--- src/rtl/alu_pkg.sv ---
// Shared constants for the ALU datapath and the arbiter FSM encoding.
//   WIDTH / OPW : default operand/result and opcode widths
//   OP_*        : opcode values understood by the ALU
//   state_e     : arbiter FSM state encoding
package alu_pkg;

    localparam int unsigned WIDTH = 12;
    localparam int unsigned OPW   = 3;

    localparam logic [2:0] OP_ADD  = 3'b000;
    localparam logic [2:0] OP_AND  = 3'b001;
    localparam logic [2:0] OP_OR   = 3'b010;
    localparam logic [2:0] OP_XOR  = 3'b011;
    localparam logic [2:0] OP_SUB  = 3'b100;
    localparam logic [2:0] OP_SHL  = 3'b101;
    localparam logic [2:0] OP_SHR  = 3'b110;
    localparam logic [2:0] OP_PASS = 3'b111;

    typedef enum logic [1:0] {
        IDLE = 2'd0,
        EXEC = 2'd1,
        RESP = 2'd2
    } state_e;

endpackage

--- src/rtl/rr_arb2.sv ---
// Two-way round-robin picker (purely combinational).
//   valid_i      : request valid per requester
//   last_grant_i : requester served most recently
//   grant_c_o    : index of the winning requester
//   any_c_o      : at least one requester is valid
module rr_arb2 (
    input  logic [1:0] valid_i,
    input  logic       last_grant_i,
    output logic       grant_c_o,
    output logic       any_c_o
);

    // On a tie the requester that was not served last wins; otherwise the lone valid one.
    always_comb begin
        any_c_o   = |valid_i;
        grant_c_o = (valid_i == 2'b11) ? ~last_grant_i : valid_i[1];
    end

endmodule

--- src/rtl/alu_arbiter.sv ---
// Shares one combinational ALU between two requesters.
//   clk, rst                 : clock, synchronous active-high reset
//   req_valid/req_ready      : per-requester request handshake (req_ready combinational, IDLE only)
//   req_opcode*/req_op1_*/req_op2_* : request payload per requester
//   rsp_valid/rsp_ready      : per-requester response handshake
//   rsp_data                 : shared result bus
//   alu_opcode/alu_op1/alu_op2 : registered ALU drive, held between operations
//   alu_out                  : combinational ALU result
//   busy                     : FSM not in IDLE
//   grant_id                 : current/last owner
module alu_arbiter
    import alu_pkg::*;
#(
    parameter int unsigned WIDTH   = alu_pkg::WIDTH,
    parameter int unsigned OPW     = alu_pkg::OPW,
    parameter int unsigned ALU_LAT = 1
) (
    input  logic             clk,
    input  logic             rst,
    input  logic [1:0]       req_valid,
    output logic [1:0]       req_ready,
    input  logic [OPW-1:0]   req_opcode0,
    input  logic [OPW-1:0]   req_opcode1,
    input  logic [WIDTH-1:0] req_op1_0,
    input  logic [WIDTH-1:0] req_op1_1,
    input  logic [WIDTH-1:0] req_op2_0,
    input  logic [WIDTH-1:0] req_op2_1,
    output logic [1:0]       rsp_valid,
    input  logic [1:0]       rsp_ready,
    output logic [WIDTH-1:0] rsp_data,
    output logic [OPW-1:0]   alu_opcode,
    output logic [WIDTH-1:0] alu_op1,
    output logic [WIDTH-1:0] alu_op2,
    input  logic [WIDTH-1:0] alu_out,
    output logic             busy,
    output logic             grant_id
);

    localparam int unsigned CNT_W = 4;

    state_e             state_q,      state_d;
    logic               owner_q,      owner_d;
    logic               last_grant_q, last_grant_d;
    logic [CNT_W-1:0]   cnt_q,        cnt_d;
    logic [OPW-1:0]     opcode_q,     opcode_d;
    logic [WIDTH-1:0]   op1_q,        op1_d;
    logic [WIDTH-1:0]   op2_q,        op2_d;
    logic [WIDTH-1:0]   result_q,     result_d;

    logic               arb_grant;
    logic               arb_any;

    rr_arb2 u_rr_arb2 (
        .valid_i      (req_valid),
        .last_grant_i (last_grant_q),
        .grant_c_o    (arb_grant),
        .any_c_o      (arb_any)
    );

    // State and datapath registers.
    always_ff @(posedge clk) begin
        if (rst) begin
            state_q      <= IDLE;
            owner_q      <= 1'b0;
            last_grant_q <= 1'b1;
            cnt_q        <= '0;
            opcode_q     <= '0;
            op1_q        <= '0;
            op2_q        <= '0;
            result_q     <= '0;
        end else begin
            state_q      <= state_d;
            owner_q      <= owner_d;
            last_grant_q <= last_grant_d;
            cnt_q        <= cnt_d;
            opcode_q     <= opcode_d;
            op1_q        <= op1_d;
            op2_q        <= op2_d;
            result_q     <= result_d;
        end
    end

    // Next-state logic and the combinational request accept.
    always_comb begin
        state_d      = state_q;
        owner_d      = owner_q;
        last_grant_d = last_grant_q;
        cnt_d        = cnt_q;
        opcode_d     = opcode_q;
        op1_d        = op1_q;
        op2_d        = op2_q;
        result_d     = result_q;
        req_ready    = 2'b00;

        unique case (state_q)
            IDLE: begin
                if (arb_any) begin
                    req_ready[arb_grant] = 1'b1;
                    owner_d  = arb_grant;
                    opcode_d = arb_grant ? req_opcode1 : req_opcode0;
                    op1_d    = arb_grant ? req_op1_1   : req_op1_0;
                    op2_d    = arb_grant ? req_op2_1   : req_op2_0;
                    cnt_d    = CNT_W'(ALU_LAT - 1);
                    state_d  = EXEC;
                end
            end
            EXEC: begin
                // Operands have been stable for ALU_LAT cycles once cnt reaches zero.
                if (cnt_q == '0) begin
                    result_d = alu_out;
                    state_d  = RESP;
                end else begin
                    cnt_d = cnt_q - CNT_W'(1);
                end
            end
            RESP: begin
                if (rsp_ready[owner_q]) begin
                    last_grant_d = owner_q;
                    state_d      = IDLE;
                end
            end
            default: state_d = IDLE;
        endcase
    end

    // Outputs come straight from registers.
    always_comb begin
        rsp_valid  = (state_q == RESP) ? {owner_q, ~owner_q} : 2'b00;
        rsp_data   = result_q;
        alu_opcode = opcode_q;
        alu_op1    = op1_q;
        alu_op2    = op2_q;
        busy       = (state_q != IDLE);
        grant_id   = owner_q;
    end

endmodule

--- config.mk ---
export PLATFORM = sky130hd
export DESIGN_NAME = alu_arbiter
export DESIGN_NICKNAME = d
export VERILOG_FILES = /design/src/rtl/alu_pkg.sv /design/src/rtl/rr_arb2.sv /design/src/rtl/alu_arbiter.sv
export SDC_FILE = /design/constraint.sdc
export NUM_CORES = 1
export LEC_CHECK = 0
export CAP_MARGIN = 20
export CORE_ASPECT_RATIO = 0.9
export CORE_MARGIN = 3
export CORE_UTILIZATION = 55
export DETAILED_ROUTE_END_ITERATION = 10
export DONT_BUFFER_PORTS = 1
export PLACE_DENSITY = 0.7
export SLEW_MARGIN = 15
export SYNTH_ARGS = -nofsm -noshare
export SYNTH_HDL_FRONTEND = slang
export SYNTH_SLANG_ARGS = --single-unit
--- constraint.sdc ---
create_clock -name clk -period 2.92 [get_ports clk]
set_input_delay 0.146 -clock clk [delete_from_list [all_inputs] [get_ports clk]]
set_output_delay 0.146 -clock clk [all_outputs]
set_load 0.1 [all_outputs]
# After elaboration in Yosys (flattened, before gate mapping)
# Cells that the tools add are included.
# W data, S select, Z words.
# classes
n_addsub	1
order_cmp	3
eq_ne	7
n_mux	18
bitwise	2
n_reduce_logical	11
# ops
operator	count
$mux W12	2
$mux W2	6
$mux W4	2
$ne A2 B2 Y1 const B	4
$pmux W4 S2	1
$pmux W2 S3	1
$reduce_and A2 Y1	3
$reduce_and A3 Y1	2
$eq A2 B2 Y1 const B	2
$logic_not A4 Y1	1
$lt A1 B2 Y1 const B	2
$mux W1	4
$reduce_bool A2 Y1	2
$sub A4 B1 Y4 const B	1
$mux W3	1
$eq A2 B1 Y1 const B	1
$logic_not A2 Y1	1
$not A1 Y1	2
$reduce_or A2 Y1	1
$demux W1 S1	1
$ge A1 B1 Y1 const B	1
$logic_and A1 B1 Y1	1
# totals
ff_bits	47
word_cells	50

# Logic depth before layout (Yosys ltp)
# logic_depth
depth_word	8
mapped_depth	6
mapped_depth_nobuf	5

# By module
# From an unflattened synthesis, not the netlist that was laid out.
# hier_totals
cells_unflattened	227
hier_area_um2	2080.7
# modules_own_cells
mod	instances	cells_per_inst	area_per_inst_um2
alu_arbiter	1	225	2067.0
rr_arb2	1	2	13.8

# Worst setup path before layout
# Ideal clock, no wire load.
# synth_path
kind	reg-to-output
start	register state_q[0]
end	output port req_ready[0]
t_arrival_ps	2232
required_ps	2774
slack_ps	542
stages_incl_launch_ff	5
n_path_buf	1
path_cell_list	dfxtp_1 > nor2_2 > clkbuf_1 > nand2_1 > nor2_1
# synth_between
elab_chain_cells	2
# synth_lines
element	line_no	rtl
start, declared	alu_arbiter.sv:41	state_e state_q, state_d;
start signal, assigned	alu_arbiter.sv:72	state_q <= state_d;
$logic_not A2 Y1	alu_arbiter.sv:95	unique case (state_q)
$mux W2	alu_arbiter.sv:95	
end, declared	alu_arbiter.sv:21	output logic [1:0] req_ready,
# No other way between the ends.

# Final worst setup path
# layout_path
start	register state_q[0]
end	register op2_q[7], in the netlist alu_op2[7]
# layout_between
elab_chain_cells	2
# layout_lines
element	line_no	rtl
$logic_not A2 Y1	alu_arbiter.sv:95	
$reduce_and A2 Y1 (no source line)	--	
end signal, assigned	alu_arbiter.sv:78	op2_q <= op2_d;
end, declared	alu_arbiter.sv:47	logic [WIDTH-1:0] op2_q, op2_d;
# No other way between the ends.
# A chain may end at the register's enable or synchronous reset.

==> results by group <==
Pwr
  • PwrDens: ~700 mW/mm^2
  • Pwr Total: 0.00199 W
  • Peak VDD IR: 0.405 mV
  • Leak Pwr: approximately 1.1 nW

Global routing
  • First-pass GRT wire length: about 11000 um
  • Global Route met3 Usage: 0.0868
  • Global Route Usage Sum: 0.301
  • GRT overflow: 0
  • Initial antenna violation count: 0
  • Vias in the first global route: between 2000 and 2500
  • GR met2 Demand/Resource: 0.510
  • Busiest layer in global routing: met2
  • Largest net degree at the start of global routing: 41
  • GRT met1 Usage: 0.367

Finish
  • Ant. Diodes: 0
  • Finished layout cell area: around 0.0028 sq mm
  • # nets final: 388
  • Fillers: between 200 and 250
  • Most frequent cells in the layout: buf_4, dfxtp_1, a21oi_1
  • Commonest non-fill, non-tap cell in the layout: buf_4
  • Share of layout cells above drive strength 1: 0.210
  • Area delta synth->final: 31.9%

Hold path
  • Hold endpoint: alu_op2[6]$_SDFFE_PP0P_
  • Hold crit path type: in2reg
  • Hold wc startpoint: req_op2_1[6]
  • Worst Hold Depth: 2

Critical path
  • R2R Setup Slk: roughly 0.44 ns
  • Critical Path Max Stage Delay: about 0.60 ns
  • Arr. time, crit path: roughly 2.7 ns
  • R2R cell count: 5
  • Worst setup SP type: flip-flop
  • Max stage delay cell, worst path: dlygate4sd3_1
  • Worst R2R Start: state_q[0]$_SDFFE_PP0P_
  • Critical-path maximum fanout: 18
  • CP most frequent cell: nor2_2
  • Element type at the critical path end: flip-flop
  • Crit-path cells: nor2_2 > inv_2 > nor2_2 > a311oi_1 > dlygate4sd3_1
  • Worst endpoint required time: roughly 3.1 ns
  • Kind of critical path: reg2reg
  • Worst reg2reg endpoint: alu_op2[7]$_SDFFE_PP0P_

CTS
  • Num Clock Sinks: 47
  • Worst-path clk slew: 0.09 ns
  • Clock latency at the later pin of the worst-skew pair: about 0.3 ns
  • H-tree Lvls: 2
  • TritonCTS clock tree: yes
  • Num CTS Buffers: 5
  • CTS root buffer: clkbuf_8
  • CTS Hold Bufs: 26
  • Post-CTS Setup Bufs: 0
  • Clock Path Buffers: 2
  • Resized cells post-CTS: 0

Detailed routing
  • Antenna Violating Nets Remaining: 0
  • Drt initial violations: approximately 170
  • Final WL: slightly below 7000 um
  • Via density: between 6 and 7
  • Drt pass-1 iters: 4
  • Wire length per cell after detailed routing: about 19 um
  • DRC violation count after routing: 0
  • Via count: 2291

Floorplanning
  • Die area: between 0.004 and 0.005 sq mm
  • Die Y: between 60 and 70 um
  • Core area: between 0.003 and 0.004 sq mm
  • # IOs: roughly 120
  • Row cnt: 20
  • Initial Util: 0.602
  • Chip Width: ~70 um

Logic synthesis
  • Ys flop type: dfxtp_1
  • Cell variety after synth: 34
  • EDFF count, synth: 0
  • Synth top area share: 0.443
  • Top post-synthesis cells by area: dfxtp_1, a21oi_1, a311oi_1
  • Post-synth net total: 330
  • FFs w/ async S/R, synth: 0
  • Synthesized area: between 0.002 and 0.0025 sq mm
  • Synth warnings: 0
  • Synth Register Bits: 47
  • Syn Inst Count: around 260
  • Sequential area share after synthesis: 0.443
  • Synth area leader: dfxtp_1
  • Avg Inst Size Synth: a little over 8 sq um

STA
  • Min Clock Period, post-route: ~2.5 ns
  • Slew of the pin with the lowest slew margin: 0.836 ns
  • Fmax: between 0.4 and 0.5 GHz
  • Final hold vios: 1
  • Hold slack: -0.00326 ns
  • Sum of negative setup slack: 0 ns
  • Final Cycle Share: 0.848
  • Clk_skew: about 0.0042 ns
  • Slew HR: 0.441
  • Fin. max-slew vios: 0
  • RSZ-0062 raised after global routing: false
  • Endpoints failing setup: 0

Run
  • Maxcap violations: 0

Placement
  • Placed Area: between 0.002 and 0.0025 sq mm
  • Buffers on Ports: 0
  • Post-DP HPWL: between 4000 and 5000 um
  • Placer Congestion: ~0.78

Run status
  • Failing checks: hold timing
  • Status: finished with violations
==> power breakdown <==
part           switching [W]  total [W]  internal (W)
sequential         0.0000269   0.000732      0.000705
clock               0.000227   0.000395      0.000168
combinational       0.000677   0.000868      0.000191
==> flip-flops by register name (all words and copies together), names as in the netlist <==
signal        flops
cnt_q             4
rsp_data         12
last_grant_q      1
grant_id          1
alu_opcode        3
alu_op1          12
state_q           2
alu_op2          12
==> synth_stat cells, types with 2 or more instances <==
cell type / count
nand2_1: 31
or4_1: 2
a21oi_1: 35
a221o_1: 5
nor2_1: 3
nand3_1: 21
a31oi_1: 8
o21ai_0: 23
nor2b_1: 3
clkbuf_1: 12
nand2b_1: 2
ha_1: 2
nor2_2: 2
dfxtp_1: 47
inv_1: 4
nand4_1: 8
nor4b_1: 5
o221ai_1: 2
a311oi_1: 14
buf_2: 12
or3_1: 2
==> how the worst max path moves through the flow <==
| stage | from | end | slack [ns] | cells after the start |
|---|---|---|---|---|
| 2_1_floorplan | state_q[0]$_SDFFE_PP0P_ | req_ready[0] | 0.54 | 4 |
| 3_3_place_gp | state_q[0]$_SDFFE_PP0P_ | alu_opcode[0]$_SDFFE_PP0P_ | 1.19 | 4 |
| 3_5_place_dp | state_q[0]$_SDFFE_PP0P_ | alu_opcode[2]$_SDFFE_PP0P_ | 1.06 | 4 |
| 4_1_cts | state_q[0]$_SDFFE_PP0P_ | alu_op2[5]$_SDFFE_PP0P_ | 0.54 | 5 |
| 5_1_grt | state_q[0]$_SDFFE_PP0P_ | alu_op2[11]$_SDFFE_PP0P_ | 0.23 | 5 |
| 6_report | state_q[0]$_SDFFE_PP0P_ | alu_op2[7]$_SDFFE_PP0P_ | 0.44 | 5 |
==> logic make-up after synthesis <==
kind of cell             after synthesis  synth area share
AO/OA/AOI/OAI                         92             0.270
adder cells (fa/ha/maj)                2            0.0118
buffers and inverters                 29            0.0583
flip-flops                            47             0.443
multiplexers                           1           0.00471
AND/OR/NAND/NOR                       85             0.212
==> metrics by stage <==
stage                     setup WS [ns]   util  instances
after floorplan                   0.542      -        256
after global placement             1.19  0.689        323
after detailed placement           1.06  0.689        323
after CTS                         0.536  0.790        357
after global routing              0.228  0.794        359
final                             0.443  0.794        359
==> worst max-delay path: cells and delay by family (launching register included) <==
family	cells	cell delay, ns
and+or+nand+nor	2	0.97
buffers and inverters	2	0.87
DFF	1	0.36
AOI/OAI and AO/OA	1	0.17
==> per-layer routing <==
metal	vias up	routed length (um)
met2	118	3410
met4	0	85
met3	9	716
met1	1101	2570
li1	1063	-
met5	-	0
==> area by class of cell <==
class,count,area [sq um],share of cell area
clock buffer,6,72.6,0.0259
clock inverter,2,12.5,0.00447
inverter,5,18.8,0.00670
multi-input combinational,180,1060,0.380
sequential,47,941,0.336
tap,44,55.1,0.0197
timing repair buffer,75,638,0.228
(Power assumes the default switching activity.)
